[src/rtl/br_resolve_unit.sv]
`default_nettype none
// ============================================================================
// Module   : br_resolve_unit
// Purpose  : Branch resolution and predictor-update controller at EX/BRU.
//            Compares each resolved control transfer with its fetch-time
//            prediction. Each resolution produces a one-cycle registered update
//            pulse for the predictor. A mispredict raises a flush and redirect
//            PC, which are held until fetch acknowledges. Saturating branch and
//            mispredict counters are kept for performance monitoring.
// Ports    : i_clk, i_rst            - clock, synchronous active-high reset
//            i_ex_*                  - EX-stage instruction and BRU outcome
//            i_redirect_ack          - fetch accepted the redirect
//            o_br_update_*           - predictor update port (registered)
//            o_flush, o_redirect_pc  - front-end squash and redirect (level)
//            o_br_count, o_mispred_count - saturating perf counters
// Revision : 1.0 - initial release
// ============================================================================
module br_resolve_unit #(
    parameter int CNT_W = 32
) (
    input  logic             i_clk,
    input  logic             i_rst,
    input  logic             i_ex_valid,
    input  logic             i_ex_stall,
    input  logic             i_ex_is_br,
    input  logic             i_ex_is_jal,
    input  logic             i_ex_is_jalr,
    input  logic [31:0]      i_ex_pc,
    input  logic             i_ex_taken,
    input  logic [31:0]      i_ex_target,
    input  logic             i_ex_prd_taken,
    input  logic [31:0]      i_ex_prd_target,
    input  logic             i_redirect_ack,
    output logic             o_br_update_en,
    output logic             o_br_update_valid,
    output logic             o_br_update_taken,
    output logic             o_br_update_already_prd,
    output logic [31:0]      o_br_update_pc,
    output logic [31:0]      o_br_update_target,
    output logic             o_flush,
    output logic [31:0]      o_redirect_pc,
    output logic [CNT_W-1:0] o_br_count,
    output logic [CNT_W-1:0] o_mispred_count
);

    typedef enum logic [0:0] {
        S_RUN      = 1'b0,
        S_REDIRECT = 1'b1
    } state_t;

    localparam logic [31:0] c_INSN_BYTES = 32'd4;

    state_t           state_q;
    logic             upd_en_q;
    logic             upd_valid_q;
    logic             upd_taken_q;
    logic             upd_aprd_q;
    logic [31:0]      upd_pc_q;
    logic [31:0]      upd_target_q;
    logic             flush_q;
    logic [31:0]      redirect_pc_q;
    logic [CNT_W-1:0] br_count_q;
    logic [CNT_W-1:0] br_count_d;
    logic [CNT_W-1:0] mispred_count_q;
    logic [CNT_W-1:0] mispred_count_d;

    logic             w_resolve;
    logic             w_mispred;
    logic [31:0]      w_next_pc;

    // Wrong-path instructions in REDIRECT never resolve; a stalled
    // instruction only resolves on the cycle it leaves EX.
    assign w_resolve = (state_q == S_RUN) && i_ex_valid && !i_ex_stall &&
                       (i_ex_is_br || i_ex_is_jal || i_ex_is_jalr);

    // A correctly predicted not-taken branch ignores the target compare.
    assign w_mispred = (i_ex_taken != i_ex_prd_taken) ||
                       (i_ex_taken && (i_ex_target != i_ex_prd_target));

    assign w_next_pc = i_ex_taken ? i_ex_target : (i_ex_pc + c_INSN_BYTES);

    // Saturating increments: hold at all-ones instead of wrapping.
    always_comb begin
        br_count_d      = br_count_q;
        mispred_count_d = mispred_count_q;
        if (!(&br_count_q)) begin
            br_count_d = br_count_q + CNT_W'(1);
        end
        if (!(&mispred_count_q)) begin
            mispred_count_d = mispred_count_q + CNT_W'(1);
        end
    end

    always_ff @(posedge i_clk) begin
        if (i_rst) begin
            state_q         <= S_RUN;
            upd_en_q        <= 1'b0;
            upd_valid_q     <= 1'b0;
            upd_taken_q     <= 1'b0;
            upd_aprd_q      <= 1'b0;
            upd_pc_q        <= 32'd0;
            upd_target_q    <= 32'd0;
            flush_q         <= 1'b0;
            redirect_pc_q   <= 32'd0;
            br_count_q      <= '0;
            mispred_count_q <= '0;
        end else begin
            upd_en_q <= 1'b0;
            case (state_q)
                S_RUN: begin
                    if (w_resolve) begin
                        upd_en_q     <= 1'b1;
                        // Indirect targets are not stored in the predictor.
                        upd_valid_q  <= !i_ex_is_jalr;
                        upd_taken_q  <= i_ex_taken;
                        upd_aprd_q   <= i_ex_prd_taken;
                        upd_pc_q     <= i_ex_pc;
                        upd_target_q <= i_ex_target;
                        br_count_q   <= br_count_d;
                        if (w_mispred) begin
                            flush_q         <= 1'b1;
                            redirect_pc_q   <= w_next_pc;
                            mispred_count_q <= mispred_count_d;
                            state_q         <= S_REDIRECT;
                        end
                    end
                end
                S_REDIRECT: begin
                    // Redirect PC is left untouched so it stays stable
                    // for the whole flush window.
                    if (i_redirect_ack) begin
                        flush_q <= 1'b0;
                        state_q <= S_RUN;
                    end
                end
                default: begin
                    state_q <= S_RUN;
                    flush_q <= 1'b0;
                end
            endcase
        end
    end

    assign o_br_update_en          = upd_en_q;
    assign o_br_update_valid       = upd_valid_q;
    assign o_br_update_taken       = upd_taken_q;
    assign o_br_update_already_prd = upd_aprd_q;
    assign o_br_update_pc          = upd_pc_q;
    assign o_br_update_target      = upd_target_q;
    assign o_flush                 = flush_q;
    assign o_redirect_pc           = redirect_pc_q;
    assign o_br_count              = br_count_q;
    assign o_mispred_count         = mispred_count_q;

endmodule
`default_nettype wire

[config.mk]
export PLATFORM = sky130hd
export DESIGN_NAME = br_resolve_unit
export DESIGN_NICKNAME = d
export VERILOG_FILES = /design/src/rtl/br_resolve_unit.sv
export SDC_FILE = /design/constraint.sdc
export NUM_CORES = 1
export LEC_CHECK = 0
export CORE_AREA = 4 4 148 150
export CTS_BUF_LIST = sky130_fd_sc_hd__clkbuf_16
export CTS_CLUSTER_SIZE = 28
export DETAILED_ROUTE_END_ITERATION = 16
export DIE_AREA = 0 0 152 154
export PLACE_DENSITY_LB_ADDON = 0.08
export SLEW_MARGIN = 0
export SYNTH_ARGS = -nofsm -noshare
export SYNTH_HDL_FRONTEND = slang
export SYNTH_SLANG_ARGS = --single-unit
[constraint.sdc]
create_clock -name i_clk -period 1.99 [get_ports i_clk]
set_input_delay 0.199 -clock i_clk [delete_from_list [all_inputs] [get_ports i_clk]]
set_output_delay 0.199 -clock i_clk [all_outputs]
set_load 0.05 [all_outputs]
==> results.yml, run 1 <==
routing:
  routed_wl_um: 29830
  viasPerCell: 5.304
  first_pass_iters: 6
  drtIter0Drc: 505
  vias: 9033
  antenna_left: 0
  drcViolationCount: 0
  wl_per_cell_um: 17.51
place:
  dp_hpwl_um: 22040
  numPortBuffers: 270
  dp_cells: 1662
  routabilityCongestion: 0.8454
  dp_slack_ns: -0.8355
final_layout:
  area_delta_synth_final_pct: 61.40
  drive_above_1_share_pct: 22.55
  fillCellCount: 1836
  n_antenna_cell: 0
  nets: 1525
  fin_util_pct: 65.24
  fin_cells: 1703
  mostFrequentLayoutCell: "clkdlybuf4s50_1"
  layout_common_cells: "clkdlybuf4s50_1 (228), nand2_1 (174), buf_4 (158)"
clock_tree:
  ctsHtreeMaxLevel: 4
  cts_tree: "yes"
  clk_pin_slew_ns: 0.07
  clock-sinks: 166
  clk_latency_ns: 0.43
  numCtsBuffers: 17
  clockBufferDepth: 2
  hold_buffers: 0
  cts-root-buf: "clkbuf_16"
setup_path:
  reg2reg_slack_ns: 0.02
  cp_slowest_stage_delay_ns: 0.45
  crit_slowest_cell: "or4_1"
  critPathMaxFanout: 4
  crit_type: "flip-flop to flip-flop"
  cp-start-kind: "flip-flop"
  cp.arrival_ns: 2.27
  end_kind: "flip-flop"
  critPathRequiredTime_ns: 2.29
  path_cells: "nand4_1, buf_4, nor3_4, nand2_2, or4_1, o311ai_1, o41ai_1"
synthesis:
  avgSynthCellArea_um2: 8.191
  syn_nets: 1130
  yosysUniqueCellTypes: 56
  yosys_warnings: 0
  ys_ff_latch: 166
  synthCells: 1021
  ys_seq_area_share_pct: 39.74
  syn_area_um2: 8363
  async_flop_share_pct: 0
  yosys_most_used_dff: "dfxtp_1"
  synth_edf_count: 0
global_routing:
  antenna_found_initial: 0
  grt_max_degree: 61
  overflow: 0
  grt_pass1_vias: 8573
  grt_first_pass_wirelength_um: 46220
  grt.total_usage_pct: 24.24
floorplan:
  start_util_pct: 40.42
  die_x_um: 152
  design.core.area_um2: 20690
  dieHeight_um: 154
  die-area_um2: 23410
  fp-row-count: 53
  io-pin-count: 271
min_path:
  min-delay-path-class: "input pin to flip-flop"
sta:
  setup-violations-final: 0
  worstMarginPinSlew_ns: 0.6289
  min_period_ns: 1.975
  fin_crit_sh_pct: 99.23
  max_freq_mhz: 506.4
  clock_skew_ns: 0.008331
  hold_violations: 0
  relSlewSlack_pct: 57.94
  timing.hold.ws_ns: 0.1938
  drv_slew: 0
  setup_ws_ns: 0.01527
  rsz0062_at_grt: "true"
pwr:
  irDropWorstVdd_v: 0.0005508
  cellLeakagePower_nw: 5.167
  finalPower_w: 0.008230
  cellPowerDensity_nw_per_um2: 609.7
flow_run:
  max_cap_violations: 0
outcome:
  status: "finished clean"
## registers in the layout (all words and copies together) (netlist names)
signal                   count
o_br_count                  32
o_br_update_already_prd      1
o_br_update_en               1
o_br_update_pc              32
o_br_update_taken            1
o_br_update_target          32
o_br_update_valid            1
o_flush                      1
o_mispred_count             32
o_redirect_pc               32
state_q                      1
## critical path: cells and delay by family (launching register included)
kind | cells | cell delay, ns
and+or+nand+nor | 4 | 0.94
DFF | 1 | 0.34
buffers and inverters | 1 | 0.16
AOI/OAI and AO/OA | 2 | 0.40
## through the flow
stage	cell area [um^2]	setup TNS, ns
floorplan	8527	-0.1849
global placement	12570	-55.55
detailed placement	12570	-56.10
CTS	13230	0
global route	13500	-0.5497
finish	13500	0
## synth_stat cells, types with 10 or more instances
master	number	area, um^2
mux2i_1	12	120.1
nor2_1	50	187.7
xnor2_1	72	630.6
o31ai_1	16	120.1
xor2_1	12	105.1
buf_2	10	50.05
and4_1	18	157.7
clkbuf_1	41	153.9
nor3_1	19	95.09
or3_1	11	68.82
nand3_1	42	210.2
nand4_1	35	219.0
o211ai_1	14	105.1
a21oi_1	116	580.6
a31o_2	10	87.58
nor4_1	27	168.9
nand2_1	176	660.6
or4_1	14	105.1
nor2b_1	11	68.82
dfxtp_1	166	3323
and3_1	12	75.07
inv_1	23	86.33
o21ai_0	23	115.1
## final timing paths
| kind | start | to | cells after the start |
|---|---|---|---|
| hold / removal | i_ex_target[30] | o_br_update_target[30] | 4 |
| setup / recovery | o_mispred_count[13] | o_mispred_count[31] | 7 |
| setup reg to reg | o_mispred_count[13] | o_mispred_count[31] | 7 |
| hold reg to reg | o_br_update_target[12] | o_br_update_target[12] | 2 |
## report_power, final
part           leakage, nW  internal (W)  switching, W
Clock                0.266       0.00183       0.00138
Combinational         3.52      0.000650      0.000902
Sequential            1.38       0.00341     0.0000578
## layout make-up
| type | instances | area, um^2 | share of cell area (%) |
|---|---|---|---|
| clock buffer | 17 | 425.4 | 3.152 |
| clock inverter | 14 | 137.6 | 1.020 |
| inverter | 23 | 86.33 | 0.6396 |
| multi-input combinational | 766 | 4848 | 35.92 |
| sequential | 166 | 3425 | 25.37 |
| tap | 275 | 344.1 | 2.549 |
| timing repair buffer | 442 | 4232 | 31.35 |
## layer usage
| metal | vias up | global-route usage, % | part of all wire (%) |
|---|---|---|---|
| li1 | 4442 | - | - |
| met1 | 4303 | 31.48 | 44 |
| met2 | 252 | 40.60 | 48 |
| met3 | 36 | 5.995 | 6.4 |
| met4 | 0 | 6.079 | 1.8 |
| met5 | - | 0 | 0 |
## kinds of logic after synthesis
group	synth area share, %
AOI/OAI and AO/OA	14.95
and+or+nand+nor	28.07
xor gates and xnor gates	8.797
adders and majority gates	0.4489
buffers and inverters	5.087
DFF	39.74
muxes	2.917
## what timing repair did
item,in CTS,in global routing
gates resized for setup,14,65
pin swaps,11,26
setup endpoints to repair,78,65
cloned,1,1
setup buffers,5,3
Power figures use the tool's default switching activity.
==> inputs of run 2 (changes only) <==
PLACE_DENSITY = 0.75   (was not set)
PLACE_DENSITY_LB_ADDON = not set   (was 0.08)
==> run 2 against run 1 <==
Net effect:
- first-iteration DRC count is 40% higher
- combinational power is 4% higher
- hold slack worse by 0.056 ns
- clock-buffer cell count is 1 higher
- critical path type is now input pin to flip-flop
- highest routed layer unchanged
==> results.yml, run 2 (same netlist as run 1, synthesis figures left out) <==
final_layout:
  n_antenna_cell: 0
  nets: 1526
  mostFrequentLayoutCell: "clkdlybuf4s50_1"
  area_delta_synth_final_pct: 62.76
  multi_input_area_um2: 4923
  seq_area_um2: 3425
  fillCellCount: 1716
  drive_above_1_share_pct: 23.29
  layout_common_cells: "clkdlybuf4s50_1 (247), nand2_1 (175), buf_4 (151)"
setup_path:
  crit_buf_inv: 3
  critPathMaxFanout: 6
  critPathRequiredTime_ns: 2.35
  critPathTopFamily: "simple AND/OR/NAND/NOR gates"
  crit_type: "input pin to flip-flop"
  cp.arrival_ns: 2.33
  path_cells: "clkdlybuf4s50_1, xnor2_1, nand4_1, nor3_2, and3_4, buf_12, clkbuf_16, or4_1, a21oi_2"
  end_kind: "flip-flop"
  cp_slowest_stage_delay_ns: 0.56
  cp-start-kind: "input pin"
  crit_slowest_cell: "or4_1"
clock_tree:
  cts-root-buf: "clkbuf_16"
  clk_latency_ns: 0.43
  ctsHtreeMaxLevel: 4
  clk_pin_slew_ns: 0.07
  cts_tree: "yes"
  numCtsBuffers: 17
  clock-sinks: 166
  clockBufferDepth: 2
floorplan:
  die-area_um2: 23410
  design.core.area_um2: 20690
  io-pin-count: 271
  start_util_pct: 40.42
  fp-row-count: 53
  dieHeight_um: 154
  die_x_um: 152
global_routing:
  gr-usage-met2_pct: 42.85
  grt-busiest-layer: "met2"
  grt.total_usage_pct: 25.57
  antenna_found_initial: 0
  grt_use_met3_pct: 7.712
  grt_pass1_vias: 9066
  overflow: 0
  grt_first_pass_wirelength_um: 48480
  grt_max_degree: 66
  met1_usage_pct: 30.58
sta:
  fin_setup_tns_ns: 0
  worstMarginPinSlew_ns: 0.8042
  clock_skew_ns: 0.01089
  relSlewSlack_pct: 46.33
  timing.hold.ws_ns: 0.1374
  rsz0062_at_grt: "true"
  setup-violations-final: 0
  max_freq_mhz: 507.0
  fin_crit_sh_pct: 99.11
  min_period_ns: 1.972
  drv_slew: 0
  hold_violations: 0
pwr:
  cellPowerDensity_nw_per_um2: 614.7
  irDropWorstVdd_v: 0.0005636
  finalPower_w: 0.008367
  cellLeakagePower_nw: 5.060
routing:
  first_pass_iters: 5
  vias: 9383
  drtIter0Drc: 706
  wl_per_cell_um: 18.83
  drcViolationCount: 0
  antenna_left: 0
  viasPerCell: 5.503
  routed_wl_um: 32110
min_path:
  min-delay-path-class: "input pin to flip-flop"
outcome:
  status: "finished clean"
flow_run:
  max_cap_violations: 0
place:
  dp_hpwl_um: 23900
  routabilityCongestion: 0.9570
  numPortBuffers: 270
-- run 2: timing repair --
| action | CTS | global route |
|---|---|---|
| pin swaps | 2 | 31 |
| gates resized for setup | 6 | 64 |
| endpoints found under the setup margin | 40 | 68 |
| setup buffers | 1 | 7 |
| cloned | 0 | 4 |
| hold buffers | 0 | 0 |
| endpoints found under the hold margin | 0 | 0 |
-- run 2: stage by stage --
stage               setup WS [ns]  area, um^2  utilization, %  std cells
finish                    0.01772       13610           65.79       1705
global route             -0.05007       13610           65.79       1705
CTS                      0.002313       13200           63.81       1694
detailed placement        -0.5544       12600           60.89       1661
global placement          -0.4738       12600           60.89       1661
floorplan                -0.03988        8527               -       1021
-- run 2: area by class of cell --
class / instances / share of cell area [%]
Clock buffer: 18 / 3.309
Clock inverter: 14 / 0.9192
Inverter: 23 / 0.6342
Multi-Input combinational cell: 767 / 36.17
Sequential cell: 166 / 25.16
Tap cell: 275 / 2.528
Timing Repair Buffer: 442 / 31.28
-- run 2: per-layer routing --
metal | vias up | routed length (um)
met4 | 0 | 1221
met2 | 418 | 15350
met3 | 83 | 2864
met1 | 4432 | 12670
met5 | - | 0
li1 | 4450 | -
-- run 2: worst paths after layout --
check                    startpoint                endpoint  slack [ns]  depth (start not counted)
max                  i_ex_target[7]     o_mispred_count[20]        0.02                          9
min                           i_rst  o_br_update_target[16]        0.14                          2
max reg2reg                 state_q          o_br_count[28]        0.03                          7
min reg2reg  o_br_update_target[27]  o_br_update_target[27]        0.46                          2
-- run 2: report_power, final --
part,internal [W],total (W),switching [W]
sequential,0.00341,0.00347,0.0000669
clock,0.00181,0.00329,0.00148
combinational,0.000682,0.00161,0.000925
total,0.00590,0.00837,0.00247
